$ cat config.mk
export PLATFORM = sky130hd
export DESIGN_NAME = move_select_ctrl
export DESIGN_NICKNAME = d
export VERILOG_FILES = /design/src/rtl/move_select_ctrl.sv
export SDC_FILE = /design/constraint.sdc
export NUM_CORES = 1
export LEC_CHECK = 0
export CORE_MARGIN = 2
export CORE_UTILIZATION = 30
export DETAILED_ROUTE_END_ITERATION = 6
export GPL_TIMING_DRIVEN = 1
export PLACE_DENSITY = 0.72
export SYNTH_ARGS = -nofsm -noshare
export SYNTH_HDL_FRONTEND = slang
export SYNTH_SLANG_ARGS = --single-unit
$ cat constraint.sdc
create_clock -name clk -period 4.8 [get_ports clk]
set_input_delay 0.72 -clock clk [delete_from_list [all_inputs] [get_ports clk]]
set_output_delay 0.72 -clock clk [all_outputs]
set_load 0.05 [all_outputs]
$ cat src/rtl/move_select_ctrl.sv
// Player-side move selection: owns the board cursor, validates the picked piece and
// destination against the board/legal-move logic, and hands the move to the board writer.
module move_select_ctrl #(
  parameter int unsigned LEGAL_WAIT = 2,
  parameter bit          RED_FIRST  = 1'b1
) (
  input  logic         clk,
  input  logic         rst,
  input  logic         btn_up,
  input  logic         btn_down,
  input  logic         btn_left,
  input  logic         btn_right,
  input  logic         btn_confirm,
  input  logic         btn_cancel,
  input  logic [191:0] serialized_board,
  input  logic [27:0]  legal_move,
  output logic [5:0]   select_loc,
  output logic [5:0]   cursor_loc,
  output logic         turn_red,
  output logic         move_valid,
  input  logic         move_ready,
  output logic [5:0]   move_src,
  output logic [5:0]   move_dst,
  output logic         no_move,
  output logic [1:0]   fsm_state
);

  localparam int unsigned LOC_W  = 6;
  localparam int unsigned CNT_W  = 3;
  localparam int unsigned SLOT_W = 7;
  localparam int unsigned SLOTS  = 4;

  typedef enum logic [1:0] {
    PICK  = 2'd0,
    WAIT  = 2'd1,
    DST   = 2'd2,
    ISSUE = 2'd3
  } state_t;

  state_t             state, state_d;
  logic [CNT_W-1:0]   cnt, cnt_d;
  logic [LOC_W-1:0]   cursor_d, select_d, src_d, dst_d, mv_loc;
  logic               turn_d, valid_d, no_move_d;
  logic [7:0]         sq_base;
  logic               sq_occ, sq_red, any_legal, dst_legal;
  logic [2:0]         cur_x, cur_y;

  assign fsm_state = state;

  // Board square under the cursor and legal-move slot matches.
  always_comb begin
    sq_base   = 8'(cursor_loc) * 8'd3;
    sq_occ    = serialized_board[sq_base + 8'd2];
    sq_red    = serialized_board[sq_base + 8'd1];
    any_legal = 1'b0;
    dst_legal = 1'b0;
    for (int i = 0; i < SLOTS; i++) begin
      any_legal = any_legal | legal_move[i*SLOT_W + 6];
      if (legal_move[i*SLOT_W + 6] && (legal_move[i*SLOT_W +: LOC_W] == cursor_loc))
        dst_legal = 1'b1;
    end
  end

  // Saturating cursor step for the highest-priority direction button.
  always_comb begin
    cur_x  = cursor_loc[5:3];
    cur_y  = cursor_loc[2:0];
    mv_loc = cursor_loc;
    if (btn_up) begin
      if (cur_y != 3'd7) mv_loc = {cur_x, cur_y + 3'd1};
    end else if (btn_down) begin
      if (cur_y != 3'd0) mv_loc = {cur_x, cur_y - 3'd1};
    end else if (btn_left) begin
      if (cur_x != 3'd0) mv_loc = {cur_x - 3'd1, cur_y};
    end else if (btn_right) begin
      if (cur_x != 3'd7) mv_loc = {cur_x + 3'd1, cur_y};
    end
  end

  // Next-state and next-output logic; cancel and confirm outrank cursor moves.
  always_comb begin
    state_d   = state;
    cnt_d     = cnt;
    cursor_d  = cursor_loc;
    select_d  = select_loc;
    src_d     = move_src;
    dst_d     = move_dst;
    turn_d    = turn_red;
    valid_d   = move_valid;
    no_move_d = 1'b0;
    unique case (state)
      PICK: begin
        if (btn_cancel) begin
          cursor_d = cursor_loc;
        end else if (btn_confirm) begin
          if (sq_occ && (sq_red == turn_red)) begin
            src_d   = cursor_loc;
            cnt_d   = '0;
            state_d = WAIT;
          end
        end else begin
          cursor_d = mv_loc;
        end
        select_d = cursor_d;
      end
      WAIT: begin
        cnt_d = cnt + CNT_W'(1);
        if (cnt == CNT_W'(LEGAL_WAIT - 1)) begin
          if (any_legal) begin
            state_d = DST;
          end else begin
            no_move_d = 1'b1;
            state_d   = PICK;
          end
        end
      end
      DST: begin
        if (btn_cancel) begin
          state_d = PICK;
        end else if (btn_confirm) begin
          if (dst_legal) begin
            dst_d   = cursor_loc;
            valid_d = 1'b1;
            state_d = ISSUE;
          end
        end else begin
          cursor_d = mv_loc;
        end
      end
      ISSUE: begin
        if (move_valid && move_ready) begin
          valid_d = 1'b0;
          turn_d  = ~turn_red;
          state_d = PICK;
        end
      end
      default: state_d = PICK;
    endcase
  end

  always_ff @(posedge clk) begin
    if (!rst) begin
      state      <= PICK;
      cnt        <= '0;
      cursor_loc <= '0;
      select_loc <= '0;
      move_src   <= '0;
      move_dst   <= '0;
      turn_red   <= RED_FIRST;
      move_valid <= 1'b0;
      no_move    <= 1'b0;
    end else begin
      state      <= state_d;
      cnt        <= cnt_d;
      cursor_loc <= cursor_d;
      select_loc <= select_d;
      move_src   <= src_d;
      move_dst   <= dst_d;
      turn_red   <= turn_d;
      move_valid <= valid_d;
      no_move    <= no_move_d;
    end
  end

endmodule

==> summary.txt <==
Setup path
  – Launching point of the worst reg2reg path: cursor_loc[0]
  – Maximum fanout encountered on the critical timing path: 20
  – R2R Setup Slk: 0.37 ns
  – Category of the worst setup path launch point: flop
  – Worst reg2reg endpoint: move_src[5]
  – Kind of end point of the critical path: flop
  – Required time of the critical path: 4.95 ns
  – Depth of the most critical reg-to-reg path: 13
  – Worst EP arrival: 4.58 ns
  – Classification of the worst setup path: reg2reg

Clocking
  – Clock tree from TritonCTS: built
  – CTS H-tree depth: 2
  – Clock sink count: 32
  – Number of hold buffers added after CTS: 0
  – Root Buffer: sky130_fd_sc_hd__clkbuf_16
  – Skew-Pair Late Insertion Delay: 0.28 ns
  – Post CTS Setup Buffer Count: 0
  – Resize count post-CTS: 0
  – TritonCTS Buffers: 5
  – Clock transition at the registers of the reported paths: 0.05 ns
  – Clock Tree Buf Depth: 2

GRT
  – Via count of the first global-routing pass: 5770
  – Antenna violations before repair: 1
  – Aggregate global-route resource usage: 0.191
  – Largest net degree at the start of global routing: 72
  – Wire length of the first global-routing pass: 29900 um
  – Total congestion overflow: 0

Pwr
  – Worst supply voltage drop on vdd: 0.000280 V
  – Leakage power: 2.91 nW
  – Ratio of total power to cell area: 464 nW/um2

Detailed routing
  – Routed length on met1: 7580 um
  – Drt wl/cell: 19.4 um
  – Total detailed-routing wirelength: 19400 um
  – DRC violations left: 0
  – Number of DRC violations after detailed-routing iteration 0: 258
  – Routed met2 length: 10200 um
  – Met3 wire length: 1380 um
  – Topmost layer with routed signal wires: met5
  – Number of detailed-route iterations in the first pass: 4
  – Number of vias after detailed routing: 5512
  – Post-route antenna net violation count: 0
  – Via density: 5.51

Final layout
  – Core occupancy in the finished layout: 0.464
  – Area of all placed cells without fillers: 8630 um2
  – Number of nets in the final layout: 1011
  – N_diodes: 0
  – Area growth from synthesis to layout: 53.0%
  – Fraction of final layout cells sized beyond drive strength 1: 0.197

Placement
  – Post-detail-place hpwl: 16200 um
  – Final RePlAce weighted congestion: 0.857
  – PortBufs: 257
  – Placed Instance Area: 8480 um2

Synth
  – Synthesized net count: 769
  – Most used flip-flop cell after synthesis: sky130_fd_sc_hd__dfxtp_1
  – Number of enable flip-flop cells after synthesis: 0
  – Average size of a mapped cell: 10.8 um2
  – Post-synthesis simple-gate area fraction: 0.131
  – Share of cell area taken by muxes after synthesis: 0.499
  – Compound-cell area share of the yosys netlist: 0.0839
  – Largest family of logic cells by synthesized area: multiplexers
  – Seq/Total Area, Yosys: 0.114
  – Async set-reset flop share out of synthesis: 0
  – Number of cells produced by synthesis: 523
  – Ys Warns: 0
  – Count of different cell masters after synthesis: 62
  – Netlist area before placement: 5640 um2
  – Xor and xnor fraction of the mapped netlist area: 0.0806
  – Fraction of the mapped netlist area in adder cells: 0.0391
  – Count of state elements after synthesis: 32

Outcome
  – Result of the run: finished, final reports clean

Die
  – Die outline height: 141 um
  – Num ports: 258
  – Number of placement rows: 50
  – Initial core utilization: 0.303
  – Floorplan Core Area: 18600 um2
  – Area of the die: 19900 um2
  – Die Span X: 141 um

Flow run
  – Number of max-cap violations: 0

STA
  – Final number of hold-violating endpoints: 0
  – Measured slew at the worst slew-check pin: 0.923 ns
  – Setup tns final: 0 ns
  – Shortest clock period the worst path allows after layout: 4.43 ns
  – Setup repair after global routing missed its margin: false
  – Post-route clock skew: 0.00458 ns
  – Final setup violation count: 0
  – Number of slew-limit violations in the final report: 0
  – Slew margin rel.: 0.375
  – Final clock period utilization by the worst path: 0.923
  – Max Clock Freq: 226 MHz

Min path
  – Startpoint of the lowest-slack hold path: move_src[4]
  – End point of the most critical hold path: move_src[4]
  – Hold-critical path depth: 2
  – Class of the tightest hold or removal check: reg2reg
synth_stat cells, types with 14 or more instances:
| cell type | n | area, um2 |
|---|---|---|
| sky130_fd_sc_hd__xor2_1 | 16 | 140 |
| sky130_fd_sc_hd__xnor2_1 | 21 | 184 |
| sky130_fd_sc_hd__dfxtp_1 | 32 | 641 |
| sky130_fd_sc_hd__inv_1 | 14 | 52.6 |
| sky130_fd_sc_hd__nor2_1 | 42 | 158 |
| sky130_fd_sc_hd__nand2_1 | 30 | 113 |
| sky130_fd_sc_hd__a21oi_1 | 16 | 80.1 |
| sky130_fd_sc_hd__nand3_1 | 19 | 95.1 |
| sky130_fd_sc_hd__ha_1 | 16 | 200 |
| sky130_fd_sc_hd__mux4_2 | 102 | 2300 |
| sky130_fd_sc_hd__clkbuf_1 | 21 | 78.8 |
| sky130_fd_sc_hd__mux2i_1 | 45 | 450 |
placed cells by master (no fill, tap or decap), types with 3 or more instances in the layout:
master / Yosys / layout
sky130_fd_sc_hd__a211oi_1: 5 / 5
sky130_fd_sc_hd__a21oi_1: 16 / 16
sky130_fd_sc_hd__a22oi_1: 7 / 7
sky130_fd_sc_hd__a31oi_1: 8 / 8
sky130_fd_sc_hd__and3_1: 5 / 5
sky130_fd_sc_hd__buf_4: 8 / 21
sky130_fd_sc_hd__clkbuf_16: 0 / 5
sky130_fd_sc_hd__clkdlybuf4s50_1: 0 / 257
sky130_fd_sc_hd__dfxtp_1: 32 / 29
sky130_fd_sc_hd__dfxtp_2: 0 / 3
sky130_fd_sc_hd__ha_1: 16 / 14
sky130_fd_sc_hd__inv_1: 14 / 14
sky130_fd_sc_hd__mux2_2: 4 / 4
sky130_fd_sc_hd__mux2i_1: 45 / 45
sky130_fd_sc_hd__mux4_2: 102 / 102
sky130_fd_sc_hd__nand2_1: 30 / 30
sky130_fd_sc_hd__nand2b_1: 5 / 5
sky130_fd_sc_hd__nand3_1: 19 / 19
sky130_fd_sc_hd__nand4_1: 8 / 8
sky130_fd_sc_hd__nor2_1: 42 / 42
sky130_fd_sc_hd__nor3_1: 9 / 9
sky130_fd_sc_hd__nor3b_1: 4 / 4
sky130_fd_sc_hd__nor4_1: 8 / 8
sky130_fd_sc_hd__o211ai_1: 3 / 3
sky130_fd_sc_hd__o21ai_0: 11 / 11
sky130_fd_sc_hd__or3_1: 5 / 5
sky130_fd_sc_hd__xnor2_1: 21 / 21
sky130_fd_sc_hd__xor2_1: 16 / 15
stage by stage:
step,setup slack [ns],std cells,power (W),hold WS [ns]
2_1_floorplan,0.0429,523,0.00290,0.481
3_3_place_gp,0.465,992,0.00369,0.446
3_5_place_dp,0.369,992,0.00372,0.447
4_1_cts,0.339,1000,0.00405,0.458
5_1_grt,0.205,1000,0.00428,0.473
6_report,0.371,1000,0.00400,0.455
registers in the layout, indices dropped and copies added, names as in the netlist:
signal      cells
move_src        6
move_dst        6
select_loc      6
turn_red        1
cursor_loc      6
move_valid      1
cnt             3
fsm_state       2
no_move         1
logic make-up after synthesis:
logic type	count (synthesis)
xor gates and xnor gates	43
buffers and inverters	59
and+or+nand+nor	148
adders and majority gates	17
AOI/OAI and AO/OA	71
muxes	153
DFF	32
worst max-delay path by stage:
stage | end | startpoint | slack, ns | cells after the start
final | move_src[5] | cursor_loc[0] | 0.37 | 13
after global routing | move_src[5] | cursor_loc[0] | 0.21 | 13
after CTS | move_src[5] | cursor_loc[0] | 0.34 | 13
after detailed placement | move_src[5] | cursor_loc[0] | 0.37 | 13
after global placement | move_src[4] | cursor_loc[1] | 0.47 | 13
after floorplan | move_src[0] | cursor_loc[1] | 0.04 | 15
critical path, stage by stage, from the launching register on:
cell                      delay, ns
sky130_fd_sc_hd__dfxtp_2       0.35
sky130_fd_sc_hd__ha_1          0.18
sky130_fd_sc_hd__inv_1         0.07
sky130_fd_sc_hd__fa_1          0.52
sky130_fd_sc_hd__inv_1         0.06
sky130_fd_sc_hd__ha_2          0.61
sky130_fd_sc_hd__mux4_2        0.39
sky130_fd_sc_hd__mux4_2        0.48
sky130_fd_sc_hd__mux4_2        0.46
sky130_fd_sc_hd__mux2_2        0.29
sky130_fd_sc_hd__a21oi_2       0.24
sky130_fd_sc_hd__nor4_1        0.09
sky130_fd_sc_hd__mux2_2        0.39
sky130_fd_sc_hd__mux2i_1       0.16
routing by layer:
metal | global-route usage | vias to the layer above
met5 | 0 | -
met1 | 0.217 | 2661
met4 | 0.0432 | 2
met3 | 0.0452 | 28
li1 | - | 2582
met2 | 0.360 | 239
report_power, final:
| part | switching, W | internal, W | total, W |
|---|---|---|---|
| Sequential | 0.0000368 | 0.000300 | 0.000337 |
| Combinational | 0.00154 | 0.00180 | 0.00335 |
| Clock | 0.000110 | 0.000207 | 0.000317 |
| Total | 0.00169 | 0.00231 | 0.00400 |
area by class of cell:
| cell class | count | area, um2 |
|---|---|---|
| Fill cell | 1726 | 9950 |
| Multi-Input combinational cell | 432 | 4740 |
| Timing Repair Buffer | 279 | 2750 |
| Sequential cell | 32 | 644 |
| Tap cell | 234 | 293 |
| Clock buffer | 8 | 146 |
| Inverter | 15 | 56.3 |
Note: power is estimated with default switching activity, not from simulation.
